[config.mk]
export PLATFORM = sky130hd
export DESIGN_NAME = pe_feeder
export DESIGN_NICKNAME = d
export VERILOG_FILES = /design/src/rtl/pe_feeder.sv
export SDC_FILE = /design/constraint.sdc
export NUM_CORES = 1
export LEC_CHECK = 0
export ABC_CLOCK_PERIOD_IN_PS = 4200
export BUFFER_PORTS_ARGS = -buffer_cell sky130_fd_sc_hd__buf_2
export CORE_UTILIZATION = 38
export CTS_CLUSTER_DIAMETER = 120
export DETAILED_ROUTE_END_ITERATION = 16
export GPL_TIMING_DRIVEN = 0
export MAX_ROUTING_LAYER = met4
export PLACE_DENSITY = 0.65
export REMOVE_ABC_BUFFERS = 1
export SLEW_MARGIN = 20
export SYNTH_ARGS = -nofsm -noshare
export SYNTH_HDL_FRONTEND = slang
export SYNTH_SLANG_ARGS = --single-unit
[constraint.sdc]
create_clock -name clk -period 4.2 [get_ports clk]
set_input_delay 1.26 -clock clk [delete_from_list [all_inputs] [get_ports clk]]
set_output_delay 1.26 -clock clk [all_outputs]
set_load 0.005 [all_outputs]
[src/rtl/pe_feeder.sv]
// Feeds a 3x3 kernel column-by-column alongside a stream of image pixels to a PE.
// Each accepted pixel is registered together with the three kernel rows of the current column.
module pe_feeder #(
   parameter int DATA_W = 8,
   parameter int LEN_W  = 8
) (
   input  logic              clk,
   input  logic              reset,
   input  logic              k_wr,
   input  logic [3:0]        k_addr,
   input  logic [DATA_W-1:0] k_data,
   input  logic              go,
   input  logic [LEN_W-1:0]  len,
   input  logic [2:0]        channel,
   input  logic [DATA_W-1:0] img_in,
   input  logic              img_in_valid,
   output logic              img_in_ready,
   output logic [DATA_W-1:0] weight1,
   output logic [DATA_W-1:0] weight2,
   output logic [DATA_W-1:0] weight3,
   output logic [DATA_W-1:0] img,
   output logic              start,
   output logic [2:0]        channel_packed,
   output logic              out_valid,
   output logic              busy,
   output logic              done
);

   localparam logic [1:0] S_IDLE = 2'd0;
   localparam logic [1:0] S_RUN  = 2'd1;
   localparam logic [1:0] S_DONE = 2'd2;

   logic [1:0]        state;
   logic [LEN_W-1:0]  cnt;
   logic [LEN_W-1:0]  len_q;
   logic [LEN_W-1:0]  cnt_nxt;
   logic [1:0]        col;
   logic [3:0]        col_idx;
   logic [DATA_W-1:0] kern [0:8];

   assign img_in_ready = (state == S_RUN);
   assign busy         = (state == S_RUN);
   assign done         = (state == S_DONE);
   assign cnt_nxt      = cnt + LEN_W'(1);
   assign col_idx      = {2'b00, col};

   // Kernel is only writable between streams so a running stream sees a stable kernel.
   always_ff @(posedge clk or negedge reset) begin
      if (!reset) begin
         for (int i = 0; i < 9; i++) kern[i] <= '0;
      end else if (k_wr && (state == S_IDLE) && (k_addr <= 4'd8)) begin
         kern[k_addr] <= k_data;
      end
   end

   always_ff @(posedge clk or negedge reset) begin
      if (!reset) begin
         state          <= S_IDLE;
         cnt            <= '0;
         len_q          <= '0;
         col            <= '0;
         channel_packed <= '0;
         img            <= '0;
         weight1        <= '0;
         weight2        <= '0;
         weight3        <= '0;
         start          <= 1'b0;
         out_valid      <= 1'b0;
      end else begin
         case (state)
            S_IDLE: begin
               out_valid <= 1'b0;
               start     <= 1'b0;
               if (go) begin
                  channel_packed <= channel;
                  len_q          <= len;
                  cnt            <= '0;
                  col            <= '0;
                  state          <= (len != '0) ? S_RUN : S_DONE;
               end
            end
            S_RUN: begin
               if (img_in_valid) begin
                  img       <= img_in;
                  weight1   <= kern[col_idx];
                  weight2   <= kern[col_idx + 4'd3];
                  weight3   <= kern[col_idx + 4'd6];
                  out_valid <= 1'b1;
                  start     <= (cnt == '0);
                  col       <= (col == 2'd2) ? 2'd0 : col + 2'd1;
                  cnt       <= cnt_nxt;
                  if (cnt_nxt == len_q) state <= S_DONE;
               end else begin
                  // Stall: data outputs hold, only the qualifiers drop.
                  out_valid <= 1'b0;
                  start     <= 1'b0;
               end
            end
            S_DONE: begin
               out_valid <= 1'b0;
               start     <= 1'b0;
               state     <= S_IDLE;
            end
            default: state <= S_IDLE;
         endcase
      end
   end

endmodule

==> results of run 1 <==
## worst min-delay path by stage
stage	from	to	slack [ps]	cells past startpoint
final	weight1[1]	weight1[1]	460	2
after global routing	img[4]	img[4]	490	2
after detailed placement	weight1[1]	weight1[1]	460	2
after floorplan	img[0]	img[0]	470	2
after CTS	weight1[1]	weight1[1]	470	2
after global placement	img[7]	img[7]	450	2
## power by group through the flow
stage                     clock network, mW  logic [mW]  registers, mW
final                                  1.38        1.52           1.99
after global routing                   1.46        1.70           2.05
after CTS                              1.41        1.55           1.99
after detailed placement                  0        1.55           2.01
after global placement                    0        1.43           2.00
after floorplan                           0        1.01           1.95
## state kept, by name, indices dropped and copies added, names as in the netlist
name,count
weight3,8
img,8
weight2,8
cnt,8
start,1
col,2
state,2
weight1,8
kern,72
out_valid,1
len_q,8
channel_packed,3
## cell families (layout without fill, tap and decap cells)
kind of cell | Yosys count | count (layout)
and+or+nand+nor | 133 | 133
DFF | 129 | 129
muxes | 127 | 127
AOI/OAI and AO/OA | 47 | 47
buffers and inverters | 33 | 114
xor gates and xnor gates | 12 | 12
adders and majority gates | 5 | 5
## worst reg2reg max path, cell delays in order, from the launching register on
cell and delay, ps:
dfrtp_1 1040, inv_1 210, ha_1 970, mux4_2 600, mux2i_1 180, o21ai_0 100
## per-layer routing
| metal | wire length, um | GRT usage (%) | share of wire (%) |
|---|---|---|---|
| met1 | 5900 | 22.1 | 43 |
| met3 | 717 | 5.28 | 5.2 |
| met5 | 0 | - | 0 |
| met4 | 202 | 7.20 | 1.5 |
| met2 | 6910 | 29.0 | 50 |
## layout by cell type (no fill, tap or decap), drive strengths merged, types with 2 or more instances in the layout
cell type	Yosys	routed
buf	13	78
nor3	3	3
clkbuf	14	21
clkinv	0	5
and2	3	3
nor3b	3	3
nor4	3	3
o21ai	25	25
nand3b	2	2
inv	6	6
or3	2	2
a21oi	11	11
mux4	24	24
nand4	3	3
nand3	8	8
clkinvlp	0	3
and3	3	3
nor2	18	18
mux2	84	84
nand2	76	76
mux2i	19	19
ha	5	5
nor4b	2	2
nor2b	4	4
a22o	4	4
o31ai	3	3
xor2	2	2
xnor2	10	10
dfrtp	129	129
## area by class of cell
cell class	instances	area share, %
clock inverter	9	1.16
sequential	129	44.2
tap	216	3.70
timing repair buffer	78	6.41
inverter	6	0.308
clock buffer	21	6.44
multi-input combinational	324	37.8
## stage by stage
stage | util (%) | hold WS, ps | cells | worst slack [ps] | power, mW
finish | 46.1 | 464 | 783 | 965 | 4.89
floorplan | - | 470 | 459 | 1150 | 2.96
global placement | 42.0 | 455 | 750 | 195 | 3.43
detailed placement | 42.6 | 457 | 753 | 897 | 3.56
CTS | 46.1 | 470 | 783 | 918 | 4.96
global route | 46.1 | 493 | 783 | 725 | 5.22
==> key figures, run 1 <==
Synthesis
  • Top post-synthesis cells by count: 129 x dfrtp_1, 83 x mux2_2, 76 x nand2_1, 25 x o21ai_0, 24 x mux4_2
  • Post-synthesis mux area share: 27.4%
  • Area share of fa/ha/maj cells after synthesis: 1.02%
  • FF+latch count, synth: 129
  • Synth Area in XOR/XNOR: 1.71%
  • Compound-gate portion of the synthesized area: 4.39%
  • Cell taking the most area after synthesis: dfrtp_1
  • Main synth FF type: dfrtp_1
  • Largest family of logic cells by synthesized area: multiplexers
  • Unique cell type count in the Yosys netlist: 41
  • Post-synth EDFFs: 0
  • Area of the mapped netlist: 6130 um^2
  • Seq/Total Area, Yosys: 52.7%
  • Synth Instances: 486
  • Synth Area in Simple Gates: 10.5%
  • Top post-synthesis cells by area: dfrtp_1 53%, mux2_2 15%, mux4_2 8.8%
  • Synth top area share: 52.7%
  • Yosys warning total: 0
  • Post-synth ARST share: 100%
  • Post-Syn Area per Cell: 12.6 um^2
  • Most common cell in the netlist: dfrtp_1

Floorplan
  • CORE AREA: 15800 um^2
  • Starting Density: 38.7%
  • Die outline area: 16600 um^2
  • Die width: 129 um
  • Cell Rows: 46
  • IO Pins: 76
  • Die height: 129 um

Placement
  • GP Congestion: 0.779
  • Post-DP HPWL: 9390 um
  • Area after DPL: 6750 um^2
  • # port buffers: 75

Worst setup path
  • Slowest CP cell: dfrtp_1
  • Reg-to-Reg End: weight2[4]
  • Reg2reg setup slack: 960 ps
  • WP data arrival: 3500 ps
  • Startpoint types: flip-flop
  • Worst setup path startpoint: col[1]
  • Crit Path Category: flip-flop to flip-flop
  • Worst Path Max Fanout: 19
  • WP depth: 5
  • CP required: 4470 ps
  • Reg2reg path depth: 5
  • Crit-path max cell delay: 1040 ps
  • Crit-path cells: inv_1, ha_1, mux4_2, mux2i_1, o21ai_0
  • Buffers & Inverters on Critical Path: 1
  • Crit end category: flip-flop
  • Reg2reg start: col[1]
  • Critical Path Sink: weight2[4]
  • Family with the most delay on the worst path: flip-flops

Power and ir drop
  • Peak VDD IR: 0.000310 V
  • Leakage power total: 3.46 nW
  • Int Pwr: 3.32 mW
  • Switching power: 1.58 mW
  • Clock power share: 28.1%
  • Sw frac: 32.2%
  • Pwr/cell area: 670 nW/um^2
  • Sequential power share: 40.7%
  • Gate power share: 31.1%

GRT
  • Antenna violations before repair: 0
  • First-pass GRT wire length: 22000 um
  • Vias in the first global route: 4264
  • All-Layer GR Usage: 18.3%
  • Grt ovf: 0
  • Largest net degree at the start of global routing: 67

Final layout
  • Nets: 597
  • P&R area growth vs syn: 19.1%
  • Footprint of the multi-input gates: 2760 um^2
  • N_diodes: 0
  • FILL cells: 1440
  • Layout cells sized above 1: 39.3%
  • Post-route design area: 7300 um^2
  • Reg area: 3230 um^2

Clock network
  • CTS sink cnt: 129
  • Post_cts resized: 0
  • CTS buffer count: 17
  • H-tree levels: 4
  • Post-CTS Setup Repair Bufs: 0
  • Worst-skew pair later-pin latency: 420 ps
  • CTS tree: yes
  • Clk slew on worst S/H paths: 60 ps
  • Clk buf depth: 2
  • Hold-fix buffers, CTS: 0
  • CTS Root Cell: clkbuf_16

Detailed routing
  • Via density: 5.19
  • First-pass DRT Iterations: 4
  • Initial DRC Count: 254
  • DR WL/cell: 17.5 um
  • Vias: 4063
  • Total wire length: 13700 um
  • Final ANT Viol Nets: 0
  • Post-route DRC: 0

STA
  • Slew Limit Fails: 0
  • Skew final: 10.2 ps
  • Final-report hold violation count: 0
  • Max-slew headroom: 29.0%
  • Worst slew pin tran: 1070 ps
  • Fmax achieved: 0.309 GHz
  • Crit share post-route: 77.0%
  • Tmin final: 3240 ps
  • Final setup viols: 0
  • Setup_tns: 0 ps
  • Unrepaired setup endpoints after global routing: no

Worst hold path
  • Worst min path class: flip-flop to flip-flop

Run status
  • Outcome: completed

Flow run
  • Max_cap viols: 0
No activity file was read; power rests on OpenSTA's default activity.
==> run 2: changes to the inputs <==
--- a/config.mk
+++ b/config.mk
@@ -5,7 +5,7 @@
 export SDC_FILE = /design/constraint.sdc
 export NUM_CORES = 1
 export LEC_CHECK = 0
-export ABC_CLOCK_PERIOD_IN_PS = 4200
+export ABC_CLOCK_PERIOD_IN_PS = 3250
 export BUFFER_PORTS_ARGS = -buffer_cell sky130_fd_sc_hd__buf_2
 export CORE_UTILIZATION = 38
 export CTS_CLUSTER_DIAMETER = 120
==> constraint.sdc (replaced) <==
create_clock -name clk -period 3.25 [get_ports clk]
set_input_delay 0.975 -clock clk [delete_from_list [all_inputs] [get_ports clk]]
set_output_delay 0.975 -clock clk [all_outputs]
set_load 0.005 [all_outputs]
==> run 2 against run 1 <==
  * Flip-flop and latch count stayed put
  * Total power increased by 29%
  * Wire length about the same
  * Clock skew barely moved
  * Largest power group unchanged
  * Critical path depth did not move
  * Highest routed layer unchanged
==> key figures, run 2 (synthesis gave the netlist of run 1 again) <==
Final layout
  • N_diodes: 0 (unchanged)
  • Leading cell type in the layout, fill and taps excluded: dfrtp_1
  • Final Util: 46.2% (about the same)
  • Reg area: 3230 um^2 (about the same)
  • Layout cells sized above 1: 39.5% (+0.18 points)
  • Reg with most FFs: kern
  • P&R area growth vs syn: 19.2% (about the same)
  • Most frequent cells in the layout: 127 x dfrtp_1, 83 x mux2_2, 75 x nand2_1, 74 x buf_2, 25 x o21ai_0
  • Footprint of the multi-input gates: 2760 um^2 (unchanged)
  • FILL cells: 1442 (+0.14%)
  • Max reg flops: 72 (unchanged)
  • Post-route design area: 7300 um^2 (about the same)
  • Nets: 597 (unchanged)

GRT
  • Largest net degree at the start of global routing: 67 (unchanged)
  • Vias in the first global route: 4264 (unchanged)
  • Antenna violations before repair: 0 (unchanged)
  • All-Layer GR Usage: 18.3% (about the same)
  • Grt ovf: 0 (unchanged)
  • First-pass GRT wire length: 22000 um (unchanged)

Floorplan
  • Die height: 129 um (unchanged)
  • Die outline area: 16600 um^2 (unchanged)
  • Die width: 129 um (unchanged)
  • Cell Rows: 46 (unchanged)
  • CORE AREA: 15800 um^2 (unchanged)
  • IO Pins: 76 (unchanged)
  • Starting Density: 38.7% (unchanged)

Clock network
  • CTS buffer count: 17 (unchanged)
  • Hold-fix buffers, CTS: 0 (unchanged)
  • CTS tree: yes
  • Clk buf depth: 2 (unchanged)
  • Worst-skew pair later-pin latency: 420 ps (about the same)
  • CTS Root Cell: clkbuf_16
  • H-tree levels: 4 (unchanged)
  • CTS sink cnt: 129 (unchanged)
  • Clk slew on worst S/H paths: 60 ps (about the same)

Detailed routing
  • First-pass DRT Iterations: 4 (unchanged)
  • Final ANT Viol Nets: 0 (unchanged)
  • Post-route DRC: 0 (unchanged)
  • Vias: 4064 (+0.025%)
  • DR WL/cell: 17.6 um (about the same)
  • Via density: 5.19 (about the same)
  • Initial DRC Count: 252 (-0.79%)
  • Total wire length: 13700 um (about the same)

Placement
  • GP Congestion: 0.779 (unchanged)
  • Post-DP HPWL: 9390 um (unchanged)
  • Area after DPL: 6750 um^2 (unchanged)
  • # port buffers: 75 (unchanged)

Worst setup path
  • Worst Path Max Fanout: 20 (+1)
  • Startpoint types: flip-flop
  • Crit end category: flip-flop
  • Reg-to-Reg End: weight2[4]
  • Reg2reg start: col[0]
  • Crit Path Category: flip-flop to flip-flop
  • CP required: 3520 ps (-950 ps)
  • Reg2reg setup slack: 380 ps (-580 ps)
  • WP data arrival: 3140 ps (-360 ps)
  • Reg2reg path depth: 5 (unchanged)

Worst hold path
  • Hold EP: weight1[1]
  • Hold path start: weight1[1]
  • Worst min path class: flip-flop to flip-flop
  • Hold depth: 2 (unchanged)

STA
  • Tmin final: 2870 ps (-366 ps)
  • Worst slew pin tran: 924 ps (-142 ps)
  • Crit share post-route: 88.3% (+11 points)
  • Slew Limit Fails: 0 (unchanged)
  • Final setup viols: 0 (unchanged)
  • Unrepaired setup endpoints after global routing: no
  • Fmax achieved: 0.348 GHz (+13%)
  • Max-slew headroom: 38.4% (+9.4 points)
  • Final-report hold violation count: 0 (unchanged)
  • Skew final: 10.3 ps (+0.0867 ps)

Run status
  • Outcome: completed

Power and ir drop
  • Peak VDD IR: 0.000399 V (+29%)
  • Pwr/cell area: 866 nW/um^2 (+29%)
  • Leakage power total: 3.45 nW (about the same)

Flow run
  • Max_cap viols: 0 (unchanged)
[run 2: cell counts in the layout (fill, tap and decap cells not counted)]
No cell type changed its count.
[run 2: power breakdown]
part / switching [mW] / leakage (nW) / total (mW) / internal (mW)
logic: 0.897 / 1.48 / 1.97 / 1.07
registers: 0.461 / 1.71 / 2.58 / 2.12
clock network: 0.679 / 0.267 / 1.78 / 1.10
total: 2.04 / 3.45 / 6.32 / 4.29
[run 2: routing by layer]
layer / part of all wire, % / GRT usage [%] / vias up
met5: 0 / - / -
li1: - / - / 1866
met3: 5.4 / 5.28 / 24
met4: 1.5 / 7.20 / 0
met2: 50 / 29.0 / 108
met1: 43 / 22.1 / 2066
[run 2: cell type report]
type,instances,share of cell area [%]
sequential,129,44.2
multi-input combinational,324,37.8
tap,216,3.70
inverter,6,0.308
clock inverter,9,1.16
timing repair buffer,78,6.41
clock buffer,21,6.44
[run 2: metrics by stage]
| step | power (mW) | setup TNS, ps | instances | worst slack (ps) | hold WS [ps] |
|---|---|---|---|---|---|
| floorplan | 3.82 | 0 | 459 | 201 | 470 |
| global placement | 4.43 | -64020 | 750 | -679 | 455 |
| detailed placement | 4.60 | -135 | 753 | -53.1 | 457 |
| CTS | 6.41 | 0 | 783 | 337 | 470 |
| global route | 6.74 | 0 | 783 | 150 | 493 |
| finish | 6.32 | 0 | 783 | 380 | 464 |
[run 2: how the worst max path moves through the flow]
stage          cells after the start    from          to
6_report                           5  col[0]  weight2[4]
5_1_grt                            5  col[0]  weight2[0]
4_1_cts                            5  col[0]  weight2[0]
3_5_place_dp                       5  col[1]  weight2[0]
3_3_place_gp                       5  col[0]  weight2[0]
2_1_floorplan                      5  col[0]  weight2[7]
[run 2: timing repair]
action                     in CTS  in global routing
gates resized for setup         1                  0
setup endpoints to repair       3                  0
buffers inserted                0                  0
[run 2: worst max-delay path, stage by stage (launching register included)]
cell	delay [ps]
dfrtp_2	740
inv_1	170
ha_1	940
mux4_2	590
mux2i_1	180
o21ai_0	90
